[src/rtl/obuf_mc_pkg.sv]
// Shared constants and helpers for the multi-channel output buffer.
// Entry layout in storage: {channel tag, data word}, data at bit 0.
package obuf_mc_pkg;

    localparam int DEF_DATA_W = 16;
    localparam int DEF_NUM_CH = 3;
    localparam int DEF_DEPTH  = 9;

    // Ceiling log2. Returns 0 for v <= 1.
    function automatic int clog2(input int v);
        int r;
        r = 0;
        for (int x = v - 1; x > 0; x = x >> 1) r++;
        return r;
    endfunction

    // Channel tag width. It is never narrower than one bit, so a single channel still has a field.
    function automatic int ch_w(input int num_ch);
        return (num_ch > 1) ? clog2(num_ch) : 1;
    endfunction

    // Entry layout: data occupies [DATA_LSB +: data_w], tag sits directly above it.
    localparam int DATA_LSB = 0;

    function automatic int tag_lsb(input int data_w);
        return DATA_LSB + data_w;
    endfunction

    function automatic int entry_w(input int data_w, input int num_ch);
        return data_w + ch_w(num_ch);
    endfunction

endpackage

[src/rtl/obuf_rr_arb.sv]
// Combinational round-robin arbiter: grants the first requester at or
// after rr_ptr, wrapping modulo NUM_CH. Produces one-hot and encoded grant.
module obuf_rr_arb
    import obuf_mc_pkg::*;
#(
    parameter int NUM_CH = DEF_NUM_CH,
    parameter int CH_W   = ch_w(NUM_CH)
) (
    input  logic [NUM_CH-1:0] req,
    input  logic [CH_W-1:0]   rr_ptr,
    output logic [NUM_CH-1:0] grant,
    output logic [CH_W-1:0]   grant_idx
);

    // Two passes: first the channels at or above the pointer, then the ones below it.
    always_comb begin
        logic found;
        grant     = '0;
        grant_idx = '0;
        found     = 1'b0;
        for (int i = 0; i < NUM_CH; i++) begin
            if (!found && req[i] && (i >= int'(rr_ptr))) begin
                grant[i]  = 1'b1;
                grant_idx = CH_W'(i);
                found     = 1'b1;
            end
        end
        for (int i = 0; i < NUM_CH; i++) begin
            if (!found && req[i] && (i < int'(rr_ptr))) begin
                grant[i]  = 1'b1;
                grant_idx = CH_W'(i);
                found     = 1'b1;
            end
        end
    end

endmodule

[src/rtl/obuf_mc.sv]
// Multi-channel output buffer: NUM_CH producer channels, round-robin
// arbitrated into one synchronous FIFO of DEPTH {tag, data} entries.
// Optional checking (sticky err) is built when OBUF_MC_ERR_EN is defined.
module obuf_mc
    import obuf_mc_pkg::*;
#(
    parameter int DATA_W = DEF_DATA_W,
    parameter int NUM_CH = DEF_NUM_CH,
    parameter int DEPTH  = DEF_DEPTH,
    parameter int AF_LVL = DEPTH - 1,
    localparam int CH_W  = ch_w(NUM_CH),
    localparam int CNT_W = clog2(DEPTH + 1)
) (
    input  logic                     clk,
    input  logic                     rst,
    input  logic [NUM_CH-1:0]        ch_valid,
    input  logic [NUM_CH*DATA_W-1:0] ch_data,
    output logic [NUM_CH-1:0]        ch_ready,
    input  logic                     rd_en,
    output logic [DATA_W-1:0]        rd_data,
    output logic [CH_W-1:0]          rd_ch,
    output logic                     rd_valid,
    output logic                     empty,
    output logic                     full,
    output logic                     almost_full,
    output logic [CNT_W-1:0]         count,
    output logic                     err
);

    localparam int AW   = clog2(DEPTH);
    localparam int EW   = entry_w(DATA_W, NUM_CH);
    localparam int TLSB = tag_lsb(DATA_W);

    logic [AW-1:0]     wr_addr, rd_addr;
    logic              wr_wrap, rd_wrap;
    logic [CH_W-1:0]   rr_ptr, gnt_idx;
    logic [NUM_CH-1:0] gnt, acc_vec;
    logic              wr_fire, rd_fire;
    logic [DATA_W-1:0] wr_word;
    logic [EW-1:0]     mem [DEPTH];

    // Pointer advance with wrap-bit toggle at the last address (depth need not be a power of 2).
    function automatic logic [AW:0] ptr_inc(input logic [AW-1:0] a, input logic w);
        if (a == AW'(DEPTH - 1)) return {~w, {AW{1'b0}}};
        else                     return {w, a + AW'(1)};
    endfunction

    obuf_rr_arb #(.NUM_CH(NUM_CH), .CH_W(CH_W)) u_arb (
        .req       (ch_valid),
        .rr_ptr    (rr_ptr),
        .grant     (gnt),
        .grant_idx (gnt_idx)
    );

    assign empty       = (wr_addr == rd_addr) && (wr_wrap == rd_wrap);
    assign full        = (wr_addr == rd_addr) && (wr_wrap != rd_wrap);
    assign almost_full = (count >= CNT_W'(AF_LVL));
    // Ready is masked by reset too, so no channel sees an accept while rst is high.
    assign ch_ready    = (rst || full) ? '0 : gnt;
    assign acc_vec     = ch_valid & ch_ready;
    assign wr_fire     = |acc_vec;
    assign rd_fire     = rd_en & ~empty;
    assign wr_word     = ch_data[gnt_idx * DATA_W +: DATA_W];

    // Control state: pointers, occupancy counter and round-robin pointer.
    always_ff @(posedge clk or posedge rst) begin
        if (rst) begin
            wr_addr <= '0;
            wr_wrap <= 1'b0;
            rd_addr <= '0;
            rd_wrap <= 1'b0;
            count   <= '0;
            rr_ptr  <= '0;
        end else begin
            if (wr_fire) begin
                {wr_wrap, wr_addr} <= ptr_inc(wr_addr, wr_wrap);
                rr_ptr <= (gnt_idx == CH_W'(NUM_CH - 1)) ? '0 : gnt_idx + CH_W'(1);
            end
            if (rd_fire) {rd_wrap, rd_addr} <= ptr_inc(rd_addr, rd_wrap);
            case ({wr_fire, rd_fire})
                2'b10:   count <= count + CNT_W'(1);
                2'b01:   count <= count - CNT_W'(1);
                default: count <= count;
            endcase
        end
    end

    // Storage array; contents survive reset.
    always_ff @(posedge clk) begin
        if (wr_fire) mem[wr_addr] <= {gnt_idx, wr_word};
    end

    // Read register: loads on a successful pop, otherwise holds.
    always_ff @(posedge clk or posedge rst) begin
        if (rst) begin
            rd_data  <= '0;
            rd_ch    <= '0;
            rd_valid <= 1'b0;
        end else begin
            rd_valid <= rd_fire;
            if (rd_fire) begin
                rd_data <= mem[rd_addr][DATA_LSB +: DATA_W];
                rd_ch   <= mem[rd_addr][TLSB +: CH_W];
            end
        end
    end

`ifdef OBUF_MC_ERR_EN
    logic [NUM_CH-1:0] pend_q;

    // Sticky error: underflow read, or a request withdrawn before it was accepted.
    always_ff @(posedge clk or posedge rst) begin
        if (rst) begin
            pend_q <= '0;
            err    <= 1'b0;
        end else begin
            pend_q <= ch_valid & ~acc_vec;
            if ((rd_en && empty) || |(pend_q & ~ch_valid)) err <= 1'b1;
        end
    end
`else
    assign err = 1'b0;
`endif

endmodule

[config.mk]
export PLATFORM = sky130hd
export DESIGN_NAME = obuf_mc
export DESIGN_NICKNAME = d
export VERILOG_FILES = /design/src/rtl/obuf_mc_pkg.sv /design/src/rtl/obuf_rr_arb.sv /design/src/rtl/obuf_mc.sv
export SDC_FILE = /design/constraint.sdc
export NUM_CORES = 1
export LEC_CHECK = 0
export CAP_MARGIN = 25
export CORE_MARGIN = 3
export CORE_UTILIZATION = 41
export DETAILED_ROUTE_END_ITERATION = 10
export MAX_ROUTING_LAYER = met4
export PLACE_DENSITY = 0.7
export SYNTH_ARGS = -nofsm -noshare
export SYNTH_HDL_FRONTEND = slang
export SYNTH_HIERARCHICAL = 1
export SYNTH_SLANG_ARGS = --single-unit
[constraint.sdc]
create_clock -name clk -period 4.35 [get_ports clk]
set_input_delay 0.435 -clock clk [delete_from_list [all_inputs] [get_ports clk]]
set_output_delay 0.435 -clock clk [all_outputs]
set_load 0.02 [all_outputs]
==> results.yml <==
clocking:
  clk_latency_ns: 0.43
  clk_pin_slew_ns: 0.07
  postCtsSetupBuffers: 0
  cts_max_level: 4
  cts.repair.resized: 0
  numCtsBuffers: 17
  cts_tree: "done"
  cts.hold.buffers_added: 0
  cts.sinks: 197
  cts_max_path_buffers: 2
  root_buffer: "clkbuf_16"
route:
  wl_per_cell_um: 21.25
  dr.pass1.iters: 5
  viasPerCell: 5.417
  initialDrtViolationCount: 370
  wirelength_um: 18130
  vias: 4621
  antenna_left: 0
  drc: 0
worst_setup_path:
  critical_path.max_fanout: 10
  cp.required_ns: 4.70
  cp-end-kind: "flip-flop"
  startpoint_type: "flip-flop"
  arrival_ns: 3.81
  critPathKind: "flip-flop to flip-flop"
yosys:
  syn_area_per_cell_um2: 17.36
  yosysTopAreaCell: "edfxtp_1"
  async_flop_share_pct: 17.77
  syn_area_um2: 8472
  yosysTopAreaCellShare_pct: 57.42
  synth_edf_count: 162
  ys_ff_latch: 197
  yosysSeqAreaShare_pct: 67.76
  synth_nets: 552
  netlist_top_cells_area: "edfxtp_1 57%, dfrtp_1 10%, mux4_2 9.6%"
  syn_inst: 488
  yosys_warnings: 6
  synth_ff_type: "edfxtp_1"
  yosysUniqueCellTypes: 44
power_and_ir_drop:
  ir_worst_vdd_mv: 0.2636
  p_switching_mw: 2.125
  p_clk_share_pct: 22.3
  switching_share_pct: 32.86
  p_leak_nw: 3.560
  combPwrFrac_pct: 37.3
  seqPwrFrac_pct: 40.4
  power.density_cell_area_nw_per_um2: 637.2
  power.internal_mw: 4.342
finish:
  syn_to_final_growth_pct: 19.79
  nets: 639
  drive_gt1_share_pct: 21.09
  n_fill_cell: 1639
  antenna_cells: 0
  stdcell_count: 853
place:
  port_buffers: 82
  dp.final_hpwl_um: 10680
  place.gp.congestion: 0.7616
  dp_cells: 820
global_route:
  grt_use_met1_pct: 23.59
  top_usage_layer: "met2"
  grt_max_degree: 43
  grt-ovfl-total: 0
  grt.total_usage_pct: 17.14
  grt_antenna_before_repair: 0
  grt_pass1_wl_um: 27770
  globalRouteMet2Util_pct: 25.84
  met3_usage_pct: 2.877
  grt_pass1_vias: 4816
floorplan:
  core-area_um2: 19910
  die_area_um2: 22420
  die-height_um: 149.7
  rows: 51
  ios: 84
  die-width_um: 149.7
  initial_core_util_pct: 42.55
outcome:
  outcome: "finished, final reports clean"
sta:
  hold_violations: 0
  setup_tns_ns: 0
  finalSetupViolations: 0
  min_period_ns: 3.453
  final-max-slew-violation-count: 0
  max-slew-margin-rel_pct: 29.39
  fmax_mhz: 289.6
  final.setup_skew_ns: 0.01030
  tightest_slew_ns: 1.059
  rsz0062_at_grt: "false"
  fin_crit_sh_pct: 79.39
hold_path:
  hold_path_class: "flip-flop to flip-flop"
job:
  maxCapViolCount: 0
## synth_stat cells, types with 3 or more instances
cell type,n
o211ai_1,4
nor4b_2,4
dfrtp_1,35
nor3b_1,4
mux2_2,9
xnor2_2,3
xnor2_1,5
o21ai_0,17
a21oi_1,23
mux4_2,36
clkbuf_1,6
o22ai_1,18
buf_1,3
buf_2,9
buf_6,6
nor2b_1,3
ha_1,9
buf_4,4
nor2_1,12
mux2i_1,18
inv_1,28
edfxtp_1,162
nand2_1,22
mux2_4,17
and3_1,5
## layout make-up
type                       instances  area, um^2  area share, %
sequential                       197        5742          56.58
clock inverter                    14       113.9          1.122
timing repair buffer              98       960.9          9.469
clock buffer                      18       429.2          4.229
multi-input combinational        232        2462          24.26
tap                              265       331.6          3.267
inverter                          29       108.9          1.073
## sequential cells by signal, summed over array words and instances (netlist names)
signal,cells
wr_addr,4
rd_addr,4
rr_ptr,2
rd_wrap,1
rd_data,16
rd_ch,2
count,4
rd_valid,1
mem,162
wr_wrap,1
## path summary, 6_finish.rpt
path	endpoint	startpoint	slack [ns]	depth (start not counted)
worst max-delay path	count[3]	rr_ptr[1]	0.90	12
worst min-delay path	rd_data[3]	rd_data[3]	0.51	1
worst max register to register	count[3]	rr_ptr[1]	0.90	12
worst min register to register	rd_data[3]	rd_data[3]	0.51	1
max in group asynchronous	rd_addr[0]	rst	2.94	3
min in group asynchronous	rd_data[0]	rst	0.60	2
## cells in the final DEF (no fill, tap or decap), types with 5 or more instances in the layout
cell type,instances
clkbuf_16,17
nand2_1,22
mux4_2,36
clkdlybuf4s50_1,82
dfrtp_1,34
mux2_4,17
o21ai_0,17
nor2_1,12
mux2i_1,18
and3_1,5
edfxtp_1,162
a21oi_1,23
ha_1,9
mux2_2,9
buf_4,15
o22ai_1,18
xnor2_1,5
inv_1,28
## metal layers
metal	routed length (um)	share of wire (%)
met3	998	5.5
met5	0	0
met4	359	2.0
met1	8150	45
met2	8619	48
## power by group through the flow
stage,logic [mW],clock network (mW),registers [mW]
global route,2.60,1.55,2.64
global placement,2.36,0,2.63
CTS,2.43,1.47,2.61
finish,2.41,1.44,2.61
floorplan,1.68,0,2.69
detailed placement,2.42,0,2.65
## cell families after synthesis
kind of cell               Yosys count  synth area share, %
muxes                               80                15.91
xor gates and xnor gates            11                1.625
AOI/OAI and AO/OA                   75                5.509
and+or+nand+nor                     55                3.751
buffers and inverters               59                3.840
DFF                                197                67.76
other                                1              0.04426
adders and majority gates           10                1.566
## worst max-delay path, stage by stage (launching register included)
cell	delay, ns
dfrtp_1	0.43
nand2b_1	0.23
a221oi_1	0.38
a222oi_1	0.16
nor2_1	0.26
o21a_1	0.41
inv_2	0.19
ha_1	0.29
ha_1	0.29
a21o_1	0.18
a21oi_1	0.18
mux2i_1	0.24
xnor2_1	0.13
## stage by stage
stage	worst slack (ns)	utilization (%)	power [mW]	area, um^2	hold WS (ns)
after floorplan	1.285	-	4.376	8472	0.5022
after global placement	0.7235	48.11	4.990	9578	0.4983
after detailed placement	0.5780	48.11	5.067	9578	0.5007
after CTS	0.9638	50.84	6.508	10120	0.5203
after global routing	0.6964	50.97	6.784	10150	0.5356
final	0.8966	50.97	6.467	10150	0.5127
Note: power is estimated with default switching activity, not from simulation.
